$ cat config.mk
export PLATFORM = sky130hd
export DESIGN_NAME = seq_divider
export DESIGN_NICKNAME = d
export VERILOG_FILES = /design/src/rtl/seq_divider_pkg.sv /design/src/rtl/div_restore_step.sv /design/src/rtl/seq_divider.sv
export SDC_FILE = /design/constraint.sdc
export NUM_CORES = 1
export LEC_CHECK = 0
export BUFFER_PORTS_ARGS = -buffer_cell sky130_fd_sc_hd__buf_2
export CORE_UTILIZATION = 50
export DETAILED_ROUTE_END_ITERATION = 10
export PLACE_DENSITY = 0.73
export SYNTH_ARGS = -nofsm -noshare
export SYNTH_HDL_FRONTEND = slang
export SYNTH_HIERARCHICAL = 1
export SYNTH_SLANG_ARGS = --single-unit
$ cat constraint.sdc
create_clock -name clk -period 5.8 [get_ports clk]
set_input_delay 0 -clock clk [delete_from_list [all_inputs] [get_ports clk]]
set_output_delay 0 -clock clk [all_outputs]
set_load 0.02 [all_outputs]
$ cat src/rtl/seq_divider_pkg.sv
// Shared constants, state type and helpers for the sequential divider.
// Signed operation is enabled by defining SEQ_DIVIDER_SIGNED_EN.
package seq_divider_pkg;

   localparam int DIV_WIDTH    = 32;
   localparam int DIV_ITERS    = 32;
   localparam int DIV_LATENCY  = 35;
   localparam int DIVZ_LATENCY = 2;
   localparam int CNT_WIDTH    = $clog2(DIV_ITERS) + 1;

   typedef enum logic [2:0] {
      IDLE,
      CHECK,
      RUN,
      SIGN,
      DONE
   } div_state_t;

   // Two's-complement negate when n is set.
   function automatic logic [DIV_WIDTH-1:0] neg_if(
      input logic [DIV_WIDTH-1:0] v,
      input logic                 n
   );
      return n ? (~v + 1'b1) : v;
   endfunction

endpackage

$ cat src/rtl/div_restore_step.sv
// One combinational restoring-division iteration:
// shift {rem,quo} left, trial-subtract divisor, keep or restore.
module div_restore_step
   import seq_divider_pkg::*;
(
   input  logic [DIV_WIDTH-1:0] i_rem,
   input  logic [DIV_WIDTH-1:0] i_quo,
   input  logic [DIV_WIDTH-1:0] i_dvs,
   output logic [DIV_WIDTH-1:0] o_rem,
   output logic [DIV_WIDTH-1:0] o_quo
);

   logic [DIV_WIDTH:0]   w_shift;
   logic [DIV_WIDTH-1:0] w_diff;
   logic                 w_fits;

   assign w_shift = {i_rem, i_quo[DIV_WIDTH-1]};
   assign w_fits  = (w_shift >= {1'b0, i_dvs});
   // Remainder stays below the divisor, so the low bits carry the full difference.
   assign w_diff  = w_shift[DIV_WIDTH-1:0] - i_dvs;

   always_comb begin
      o_rem = w_shift[DIV_WIDTH-1:0];
      o_quo = {i_quo[DIV_WIDTH-2:0], 1'b0};
      if (w_fits) begin
         o_rem = w_diff;
         o_quo = {i_quo[DIV_WIDTH-2:0], 1'b1};
      end
   end

endmodule

$ cat src/rtl/seq_divider.sv
// Sequential 32-bit restoring divider: IDLE/CHECK/RUN/SIGN/DONE FSM.
// Define SEQ_DIVIDER_SIGNED_EN for two's-complement signed division.
module seq_divider
   import seq_divider_pkg::*;
(
   input  logic                 clk,
   input  logic                 reset,
   input  logic                 start,
   input  logic [DIV_WIDTH-1:0] a,
   input  logic [DIV_WIDTH-1:0] b,
   output logic [DIV_WIDTH-1:0] hi,
   output logic [DIV_WIDTH-1:0] lo,
   output logic                 ready,
   output logic                 div_zero
);

   div_state_t           r_state;
   div_state_t           w_state_nxt;
   logic [DIV_WIDTH-1:0] r_a;
   logic [DIV_WIDTH-1:0] r_b;
   logic [DIV_WIDTH-1:0] r_rem;
   logic [DIV_WIDTH-1:0] r_quo;
   logic [DIV_WIDTH-1:0] r_dvs;
   logic [DIV_WIDTH-1:0] r_hi;
   logic [DIV_WIDTH-1:0] r_lo;
   logic [CNT_WIDTH-1:0] r_cnt;
   logic                 r_dz;

   logic [DIV_WIDTH-1:0] w_step_rem;
   logic [DIV_WIDTH-1:0] w_step_quo;
   logic [DIV_WIDTH-1:0] w_a_mag;
   logic [DIV_WIDTH-1:0] w_b_mag;
   logic [DIV_WIDTH-1:0] w_hi_res;
   logic [DIV_WIDTH-1:0] w_lo_res;
   logic                 w_last;
   logic                 w_b_zero;

`ifdef SEQ_DIVIDER_SIGNED_EN
   logic r_sa;
   logic r_sb;

   always_ff @(posedge clk or posedge reset) begin
      if (reset) begin
         r_sa <= 1'b0;
         r_sb <= 1'b0;
      end else if (r_state == IDLE && start) begin
         r_sa <= a[DIV_WIDTH-1];
         r_sb <= b[DIV_WIDTH-1];
      end
   end

   // Quotient sign is the xor of operand signs; remainder follows the dividend.
   assign w_a_mag  = neg_if(r_a, r_sa);
   assign w_b_mag  = neg_if(r_b, r_sb);
   assign w_lo_res = neg_if(r_quo, r_sa ^ r_sb);
   assign w_hi_res = neg_if(r_rem, r_sa);
`else
   assign w_a_mag  = r_a;
   assign w_b_mag  = r_b;
   assign w_lo_res = r_quo;
   assign w_hi_res = r_rem;
`endif

   assign w_last   = (r_cnt == CNT_WIDTH'(DIV_ITERS - 1));
   assign w_b_zero = (r_b == '0);

   div_restore_step u_step (
      .i_rem (r_rem),
      .i_quo (r_quo),
      .i_dvs (r_dvs),
      .o_rem (w_step_rem),
      .o_quo (w_step_quo)
   );

   always_ff @(posedge clk or posedge reset) begin
      if (reset) begin
         r_state <= IDLE;
      end else begin
         r_state <= w_state_nxt;
      end
   end

   always_comb begin
      w_state_nxt = r_state;
      unique case (r_state)
         IDLE:    if (start) w_state_nxt = CHECK;
         CHECK:   w_state_nxt = w_b_zero ? DONE : RUN;
         RUN:     if (w_last) w_state_nxt = SIGN;
         SIGN:    w_state_nxt = DONE;
         DONE:    w_state_nxt = IDLE;
         default: w_state_nxt = IDLE;
      endcase
   end

   always_ff @(posedge clk or posedge reset) begin
      if (reset) begin
         r_a   <= '0;
         r_b   <= '0;
         r_rem <= '0;
         r_quo <= '0;
         r_dvs <= '0;
         r_hi  <= '0;
         r_lo  <= '0;
         r_cnt <= '0;
         r_dz  <= 1'b0;
      end else begin
         r_dz <= 1'b0;
         unique case (r_state)
            IDLE: begin
               if (start) begin
                  r_a <= a;
                  r_b <= b;
               end
            end
            CHECK: begin
               r_rem <= '0;
               r_quo <= w_a_mag;
               r_dvs <= w_b_mag;
               r_cnt <= '0;
               r_dz  <= w_b_zero;
            end
            RUN: begin
               r_rem <= w_step_rem;
               r_quo <= w_step_quo;
               r_cnt <= r_cnt + 1'b1;
            end
            SIGN: begin
               r_hi <= w_hi_res;
               r_lo <= w_lo_res;
            end
            DONE: begin
            end
            default: begin
            end
         endcase
      end
   end

   assign hi       = r_hi;
   assign lo       = r_lo;
   assign ready    = (r_state == DONE);
   assign div_zero = r_dz;

endmodule
# Word level (Yosys, flattened, before mapping)
# Cells that the tools add are included.
[totals]
reg_bits = 234
output_inout_bits = 66
wordCells = 35
[classes]
n_addsub = 2
order_cmp = 1
n_eq_ne = 7
muxes = 10
reduce_logical = 5
[ops]
columns = ["operator", "n"]
rows = [
  ["one-hot mux 32 bit (2 select lines)", 2],
  ["greater-or-equal comparator 33 x 32 -> 1 bit", 1],
  ["zero test 32 bit", 1],
  ["2-to-1 mux 32 bit", 1],
  ["subtractor 32 bit", 1],
  ["one-hot mux 3 bit (4 select lines)", 1],
  ["one-hot mux 6 bit (2 select lines)", 1],
  ["2-to-1 mux 3 bit", 3],
  ["adder 6 x 1 -> 6 bit, second input constant", 1],
  ["equality test 3 x 2 -> 1 bit, second input constant", 2],
  ["equality test 6 x 5 -> 1 bit, second input constant", 1],
  ["!= test 2 bit, second input constant", 2],
  ["AND reduction 2 bit", 2],
  ["equality test 3 x 1 -> 1 bit, second input constant", 1],
  ["equality test 3 bit, second input constant", 1],
  ["zero test 3 bit", 1],
  ["2-to-1 mux 1 bit", 2],
  ["nonzero test 2 bit", 1],
]

# Depth between registers and ports, before layout
# Gate-level depths: netlist (run 1).
[depth]
depth_word = 3
ltp_mapped = 16
depth_no_buf = 12

# Cells and area by module
# Netlist (run 1), hierarchy kept.
[modules_own_cells]
columns = ["module", "instances", "cells_per_inst", "area_each_um2"]
rows = [
  ["seq_divider", 1, 673, 8964.8],
  ["div_restore_step", 1, 355, 2571.2],
]

# Worst setup path before layout (run 1)
# OpenSTA, ideal clock, no wires.
[synth_path]
kind = "register to register"
from = "register r_rem[6]"
to = "register r_rem[21]"
setup_time_ns = 0.121
arrival_ns = 2.961
t_required_ns = 5.679
path_slack_ns = 2.718
stages_incl_launch_ff = 14
path_buffers = 2
synth_period_minus_slack_ns = 3.082
path_cell_list = "dfrtp_1 ha_1 a21oi_2 a211oi_1 or3_4 nor4b_4 o21ai_2 a31oi_4 o21a_4 inv_2 buf_6 buf_12 mux2_4 a22o_1"
[synth_between]
elab_chain_len = 3
[synth_lines]
columns = ["element", "line_no", "source"]
rows = [
  ["start: declaration", "seq_divider.sv:21", "logic [DIV_WIDTH-1:0] r_rem;"],
  ["start signal: assignment", "seq_divider.sv:123", "r_rem <= w_step_rem;"],
  ["greater-or-equal comparator 33 x 32 -> 1 bit", "div_restore_step.sv:18", "assign w_fits = (w_shift >= {1'b0, i_dvs});"],
  ["named net u_step.w_fits", "div_restore_step.sv:15", "logic w_fits;"],
  ["2-to-1 mux 32 bit", "div_restore_step.sv:25", "if (w_fits) begin"],
  ["named net w_step_rem[21]", "seq_divider.sv:29", "logic [DIV_WIDTH-1:0] w_step_rem;"],
  ["one-hot mux 32 bit (2 select lines)", "seq_divider.sv:108", "unique case (r_state)"],
]
# The timed path passes the listed nets, and every way through them passes these cells.
# A chain may end at the register's enable or synchronous reset.

# Worst setup path after layout (run 1)
[layout_path]
from = "register r_rem[9]"
to = "register r_rem[8]"
[layout_between]
elab_chain_len = 3
[layout_lines]
columns = ["element", "line_no"]
rows = [
  ["greater-or-equal comparator 33 x 32 -> 1 bit", "div_restore_step.sv:18"],
  ["2-to-1 mux 32 bit", "div_restore_step.sv:25"],
  ["named net w_step_rem[8]", "seq_divider.sv:29"],
  ["one-hot mux 32 bit (2 select lines)", "seq_divider.sv:108"],
]
# The timed path passes the listed nets, and every way through them passes these cells.

==> results of run 1 <==
flip-flops by register name, summed over array words and instances (netlist names):
signal / flops
r_quo: 32
r_state: 3
r_rem: 32
r_a: 32
hi: 32
r_cnt: 6
r_b: 32
lo: 32
r_dvs: 32
div_zero: 1
through the flow:
step	instance area [µm²]	cells
2_1_floorplan	11500	1028
3_3_place_gp	12100	1369
3_5_place_dp	12100	1369
4_1_cts	13600	1482
5_1_grt	13600	1483
6_report	13600	1483
kinds of logic (layout without fill, tap and decap cells):
family | count (synthesis) | after routing
simple gates | 281 | 281
flops | 234 | 234
compound gates | 165 | 165
mux | 160 | 160
buf+inv | 127 | 296
fa+ha+maj | 34 | 34
xor+xnor | 27 | 27
other cells | 0 | 1
cells in the mapped netlist (6+ instances only):
| cell | instances | area (µm²) |
|---|---|---|
| a21o_1 | 9 | 67.6 |
| a21oi_1 | 26 | 130 |
| a22o_1 | 34 | 298 |
| a22oi_1 | 32 | 240 |
| a31oi_1 | 6 | 37.5 |
| buf_2 | 16 | 80.1 |
| buf_4 | 38 | 285 |
| buf_6 | 7 | 78.8 |
| clkbuf_1 | 22 | 82.6 |
| dfrtp_1 | 234 | 5860 |
| ha_1 | 33 | 413 |
| inv_1 | 41 | 154 |
| mux2_1 | 18 | 203 |
| mux2_2 | 130 | 1460 |
| mux2_4 | 9 | 135 |
| nand2_1 | 187 | 702 |
| nand3_1 | 9 | 45.0 |
| nand4_1 | 13 | 81.3 |
| nor2_1 | 25 | 93.8 |
| nor2b_1 | 7 | 43.8 |
| nor3_1 | 7 | 35.0 |
| nor4_1 | 10 | 62.6 |
| o21ai_0 | 18 | 90.1 |
| xnor2_1 | 18 | 158 |
| xor2_1 | 9 | 78.8 |
worst max path at each step:
stage	start	endpoint	slack, ns	cells past startpoint
floorplan	r_rem[6]	r_rem[21]	2.72	13
global placement	r_rem[10]	r_rem[10]	2.38	11
detailed placement	r_rem[10]	r_rem[7]	2.22	11
CTS	r_rem[10]	r_rem[8]	2.21	11
global route	r_rem[10]	r_rem[7]	1.98	11
finish	r_rem[9]	r_rem[8]	2.21	11
cell type report:
cell class                      count  area, µm²  area share [%]
Antenna cell                        1       2.50          0.0184
Clock buffer                       39        759            5.58
Clock inverter                      8        101           0.744
Inverter                           42        161            1.19
Multi-Input combinational cell    667       4990            36.6
Sequential cell                   234       5860            43.0
Tap cell                          285        357            2.62
Timing Repair Buffer              207       1390            10.2
routing by layer:
metal  global-route usage (%)  vias up  share of wire [%]
li1                         -     3887                  -
met1                     29.2     3986                 45
met2                     36.5      195                 47
met3                     4.82       39                5.4
met4                     5.43        0                2.1
met5                        0        -                  0
worst max-delay path, delay by kind of cell, from the launching register on:
kind                     cells  cell delay (ns)
multiplexers                 1             0.41
adder cells (fa/ha/maj)      1             0.41
flip-flops                   1             0.40
AO/OA/AOI/OAI                5             0.97
AND/OR/NAND/NOR              3             0.70
buffers and inverters        1             0.57
power groups by stage:
stage | registers (mW) | logic, mW | clock network, mW
2_1_floorplan | 3.02 | 3.55 | 0
3_3_place_gp | 2.92 | 4.36 | 0
3_5_place_dp | 2.95 | 4.46 | 0
4_1_cts | 2.93 | 4.51 | 1.67
5_1_grt | 3.03 | 4.97 | 1.75
6_report | 2.93 | 4.50 | 1.64
==> impl_metrics.tcl, run 1 <==
set metrics [dict create \
    syn_inst 1028 \
    p_clk_share_pct 18.1 \
    drive_gt1_share_pct 28.4 \
    rr_endpoint "r_rem[8]" \
    clock_path_buffers 3 \
    synth_xor_area_share_pct 2.05 \
    ys_types 63 \
    coreArea_mm2 0.0226 \
    fillCellCount 1833 \
    routed_wirelength_mm 25.1 \
    port_buffers 132 \
    place.detailed.hpwl_mm 16.1 \
    worstReg2RegStart "r_rem[9]" \
    slew_violations 0 \
    synthFlopType "dfrtp_1" \
    syn_nets 1129 \
    finish.utilization_pct 60.1 \
    p_switching_mw 3.59 \
    pwr-share-comb_pct 49.7 \
    routabilityCongestion 0.903 \
    yosysWarnings 6 \
    vias_per_cell 5.47 \
    die_y_um 154 \
    setup_viol 0 \
    worst_pin_slew_ns 0.997 \
    cp-end-kind "register" \
    dp_slack_ns 2.22 \
    start_util_pct 51.0 \
    cts_tree "yes" \
    final_hold_viol_count 0 \
    track_usage_pct 21.9 \
    skew_ns 0.0149 \
    syn_to_final_growth_pct 18.0 \
    synth_compound_area_share_pct 10.4 \
    synth-edff-count 0 \
    worstPathRequired_ns 6.20 \
    max_freq_ghz 0.278 \
    whs_ns 0.178 \
    cp-start-kind "register" \
    netlist_area_mm2 0.0115 \
    r2r_setup_slack_ns 2.21 \
    antenna_found_initial 1 \
    vdd_drop_max_mv 0.289 \
    p_sw_share_pct 39.6 \
    drv_cap 0 \
    hp-class "input port to asynchronous set/reset pin" \
    worstPathMaxFanout 29 \
    ioPinCount 133 \
    setup-tns-final_ns 0 \
    hold_buffers 66 \
    cts_setup_buffers 0 \
    p_total_mw 9.07 \
    synthArstFlopShare_pct 100 \
    p_int_mw 5.48 \
    power.leakage_nw 6.68 \
    final_common_cell "dfrtp_1" \
    die_width_um 154 \
    synth_seq_cells 234 \
    num_vias 8107 \
    grt_max_degree 82 \
    pwr-share-seq_pct 32.3 \
    min_period_ns 3.59 \
    cp.arrival_ns 4.00 \
    row_count 55 \
    relSlewSlack_pct 33.5 \
    period_share_pct 62.0 \
    slowest_delay_ns 0.57 \
    ctsResizeCount 0 \
    routedWlPerCell_um 16.9 \
    nNetsFinal 1279 \
    synth_mux_area_share_pct 15.9 \
    overflow 0 \
    drc 0 \
    rsz0062_at_grt "false" \
    fin_ws_ns 2.21 \
    postSynthAreaPerCell_um2 11.2 \
    layout_common_cells "234 x dfrtp_1, 187 x nand2_1, 132 x buf_2" \
    p_per_area_mw_per_mm2 666 \
    synth_top_family_by_area "multiplexers" \
    die_area_mm2 0.0237 \
    cts_sinks 234 \
    path_class "register to register" \
    yosys.area_share.simple_pct 11.0 \
    ys_seq_area_share_pct 50.8 \
    cts_made_buffers 26 \
    dr.pass1.iters 4 \
    path_cells "ha_1, nand4_1, nor3_1, o211ai_1, nor4b_4, o21ai_2, a31oi_4, o21a_4, inv_2, mux2_2, a22o_1" \
    drtIter0Drc 441 \
    cts.clk_slew.worst_paths_ns 0.06 \
    clk_latency_ns 0.53 \
    synthAdderAreaFrac_pct 3.75 \
    ctsRootBufferMaster "clkbuf_16" \
    status "finished clean" \
    first_global_vias 8296 \
    grt_first_pass_wirelength_mm 42.3 \
    htreeDepth 1 \
    reg2reg_depth 11 \
    ant_nets 0 \
    crit_path_top_delay_cell "inv_2" \
]
Note: power is estimated with default switching activity, not from simulation.
==> inputs of run 2 (changes only) <==
--- a/config.mk
+++ b/config.mk
@@ -8,7 +8,7 @@
 export BUFFER_PORTS_ARGS = -buffer_cell sky130_fd_sc_hd__buf_2
 export CORE_UTILIZATION = 50
 export DETAILED_ROUTE_END_ITERATION = 10
-export PLACE_DENSITY = 0.73
+export PLACE_DENSITY = 0.7
 export SYNTH_ARGS = -nofsm -noshare
 export SYNTH_HDL_FRONTEND = slang
 export SYNTH_HIERARCHICAL = 1
==> constraint.sdc (replaced) <==
create_clock -name clk -period 3.7 [get_ports clk]
set_input_delay 0 -clock clk [delete_from_list [all_inputs] [get_ports clk]]
set_output_delay 0 -clock clk [all_outputs]
set_load 0.02 [all_outputs]
==> run 2 against run 1 <==
Against the previous run:
- clock power up 72%
- register-to-register slack lost 1.9 ns
- critical path depth unchanged
- power is 60% higher
- non-clock buffer count grew 2
- clock skew grew 0.0035 ns
- cell area is 1.1% higher
- first-iteration DRC count fell by 25%
- worst hold slack worse by 0.055 ns
- critical path type unchanged
- largest power group unchanged
- highest routed layer unchanged
==> impl_metrics.tcl, run 2 (synthesized netlist as in run 1, its figures left out) <==
set metrics [dict create \
    status "finished clean" \
    worstPathMaxFanout 29 \
    cp-endpoint "r_rem[6]" \
    die_y_um 154 \
    ant_nets 0 \
    pwr-share-comb_pct 49.1 \
    cts.clk_slew.worst_paths_ns 0.06 \
    fillCellCount 1860 \
    path_cells "ha_1, nand4_1, nor3_1, o211ai_1, nor4b_4, o21ai_2, a31oi_4, o21a_4, inv_4, mux2_2, a22o_1" \
    min_period_ns 3.40 \
    relSlewSlack_pct 37.6 \
    track_usage_pct 22.0 \
    cts_made_buffers 26 \
    reg2reg_depth 11 \
    overflow 0 \
    hp-class "input port to asynchronous set/reset pin" \
    p_sw_share_pct 39.1 \
    max_freq_ghz 0.294 \
    dr.pass1.iters 5 \
    nNetsFinal 1281 \
    antenna_found_initial 0 \
    grt_first_pass_wirelength_mm 42.2 \
    routabilityCongestion 0.895 \
    row_count 55 \
    clock_path_buffers 3 \
    drv_cap 0 \
    pwr-share-seq_pct 31.5 \
    slew_violations 0 \
    post_dp_cell_area_mm2 0.0121 \
    p_switching_mw 5.69 \
    setup-tns-final_ns 0 \
    p_int_mw 8.85 \
    timing.critical_path.from "r_rem[9]" \
    routedWlPerCell_um 17.0 \
    r2r_setup_slack_ns 0.30 \
    vdd_drop_max_mv 0.524 \
    worstPathRequired_ns 4.12 \
    finish.utilization_pct 60.8 \
    die_area_mm2 0.0237 \
    start_util_pct 51.0 \
    drc 0 \
    routed_wirelength_mm 25.2 \
    ctsRootBufferMaster "clkbuf_16" \
    layout_common_cells "234 x dfrtp_1, 187 x nand2_1, 132 x buf_2" \
    crit_path_top_delay_cell "ha_1" \
    path_class "register to register" \
    final_area_mm2 0.0138 \
    worst_pin_slew_ns 0.934 \
    grt_max_degree 137 \
    diodes 0 \
    port_buffers 132 \
    cts_sinks 234 \
    cts_tree "yes" \
    place.detailed.hpwl_mm 16.3 \
    coreArea_mm2 0.0226 \
    num_vias 8138 \
    p_per_area_mw_per_mm2 1060 \
    rsz0062_at_grt "false" \
    worstReg2RegStart "r_rem[9]" \
    syn_to_final_growth_pct 19.3 \
    final_common_cell "dfrtp_1" \
    ioPinCount 133 \
    drtIter0Drc 331 \
    cp-end-kind "register" \
    die_width_um 154 \
    htreeDepth 1 \
    final_hold_viol_count 0 \
    drive_gt1_share_pct 28.9 \
    cp.arrival_ns 3.82 \
    period_share_pct 91.8 \
    p_clk_share_pct 19.4 \
    skew_ns 0.0183 \
    clk_latency_ns 0.54 \
    power.leakage_nw 6.76 \
    rr_endpoint "r_rem[6]" \
    vias_per_cell 5.48 \
    cp-start-kind "register" \
    first_global_vias 8391 \
    setup_viol 0 \
    cts_setup_buffers 0 \
    slowest_delay_ns 0.43 \
]
-- run 2: power by group through the flow --
stage,logic (mW),clock network [mW],registers (mW)
4_1_cts,7.15,2.88,4.58
6_report,7.14,2.82,4.58
5_1_grt,7.85,2.99,4.73
3_3_place_gp,6.88,0,4.59
3_5_place_dp,7.04,0,4.61
2_1_floorplan,5.56,0,4.74
-- run 2: metal layers --
metal	routed length [µm]	GRT usage [%]	up-vias
met2	12300	37.9	176
met4	610	5.90	0
met1	11100	28.6	4044
met3	1180	3.97	38
met5	0	0	-
li1	-	-	3880
-- run 2: area by class of cell --
| type | count | area [µm²] | area share, % |
|---|---|---|---|
| clock buffers | 35 | 744 | 5.41 |
| clock inverters | 13 | 215 | 1.56 |
| inverters | 42 | 164 | 1.19 |
| multi-input cells | 667 | 4990 | 36.2 |
| flip-flops and latches | 234 | 5860 | 42.5 |
| well taps | 285 | 357 | 2.59 |
| repair buffers | 209 | 1440 | 10.5 |
-- run 2: worst max-delay path, delay by kind of cell (launching register included) --
kind | cells | cell delay [ns]
AO/OA/AOI/OAI | 5 | 0.98
adder cells (fa/ha/maj) | 1 | 0.43
buffers and inverters | 1 | 0.34
flip-flops | 1 | 0.41
multiplexers | 1 | 0.39
AND/OR/NAND/NOR | 3 | 0.72
-- run 2: worst min-delay path by stage --
stage / from / endpoint
floorplan: a[15] / r_a[15]
global placement: reset / lo[3]
detailed placement: reset / lo[3]
CTS: reset / lo[3]
global route: reset / lo[2]
finish: reset / lo[3]
-- run 2: what timing repair did --
item                       CTS  global route
hold endpoints to repair    93             0
hold buffers                66             0
setup endpoints to repair    0            28
gates resized for setup      0             2
-- run 2: stage by stage --
step,total power [mW],worst slack [ns],cells,hold WS [ns]
after detailed placement,11.6,0.0806,1371,0.150
after global placement,11.5,0.271,1371,0.152
after floorplan,10.3,0.618,1028,0.135
final,14.5,0.303,1485,0.123
after CTS,14.6,0.0530,1485,0.135
after global routing,15.6,0.122,1485,0.182
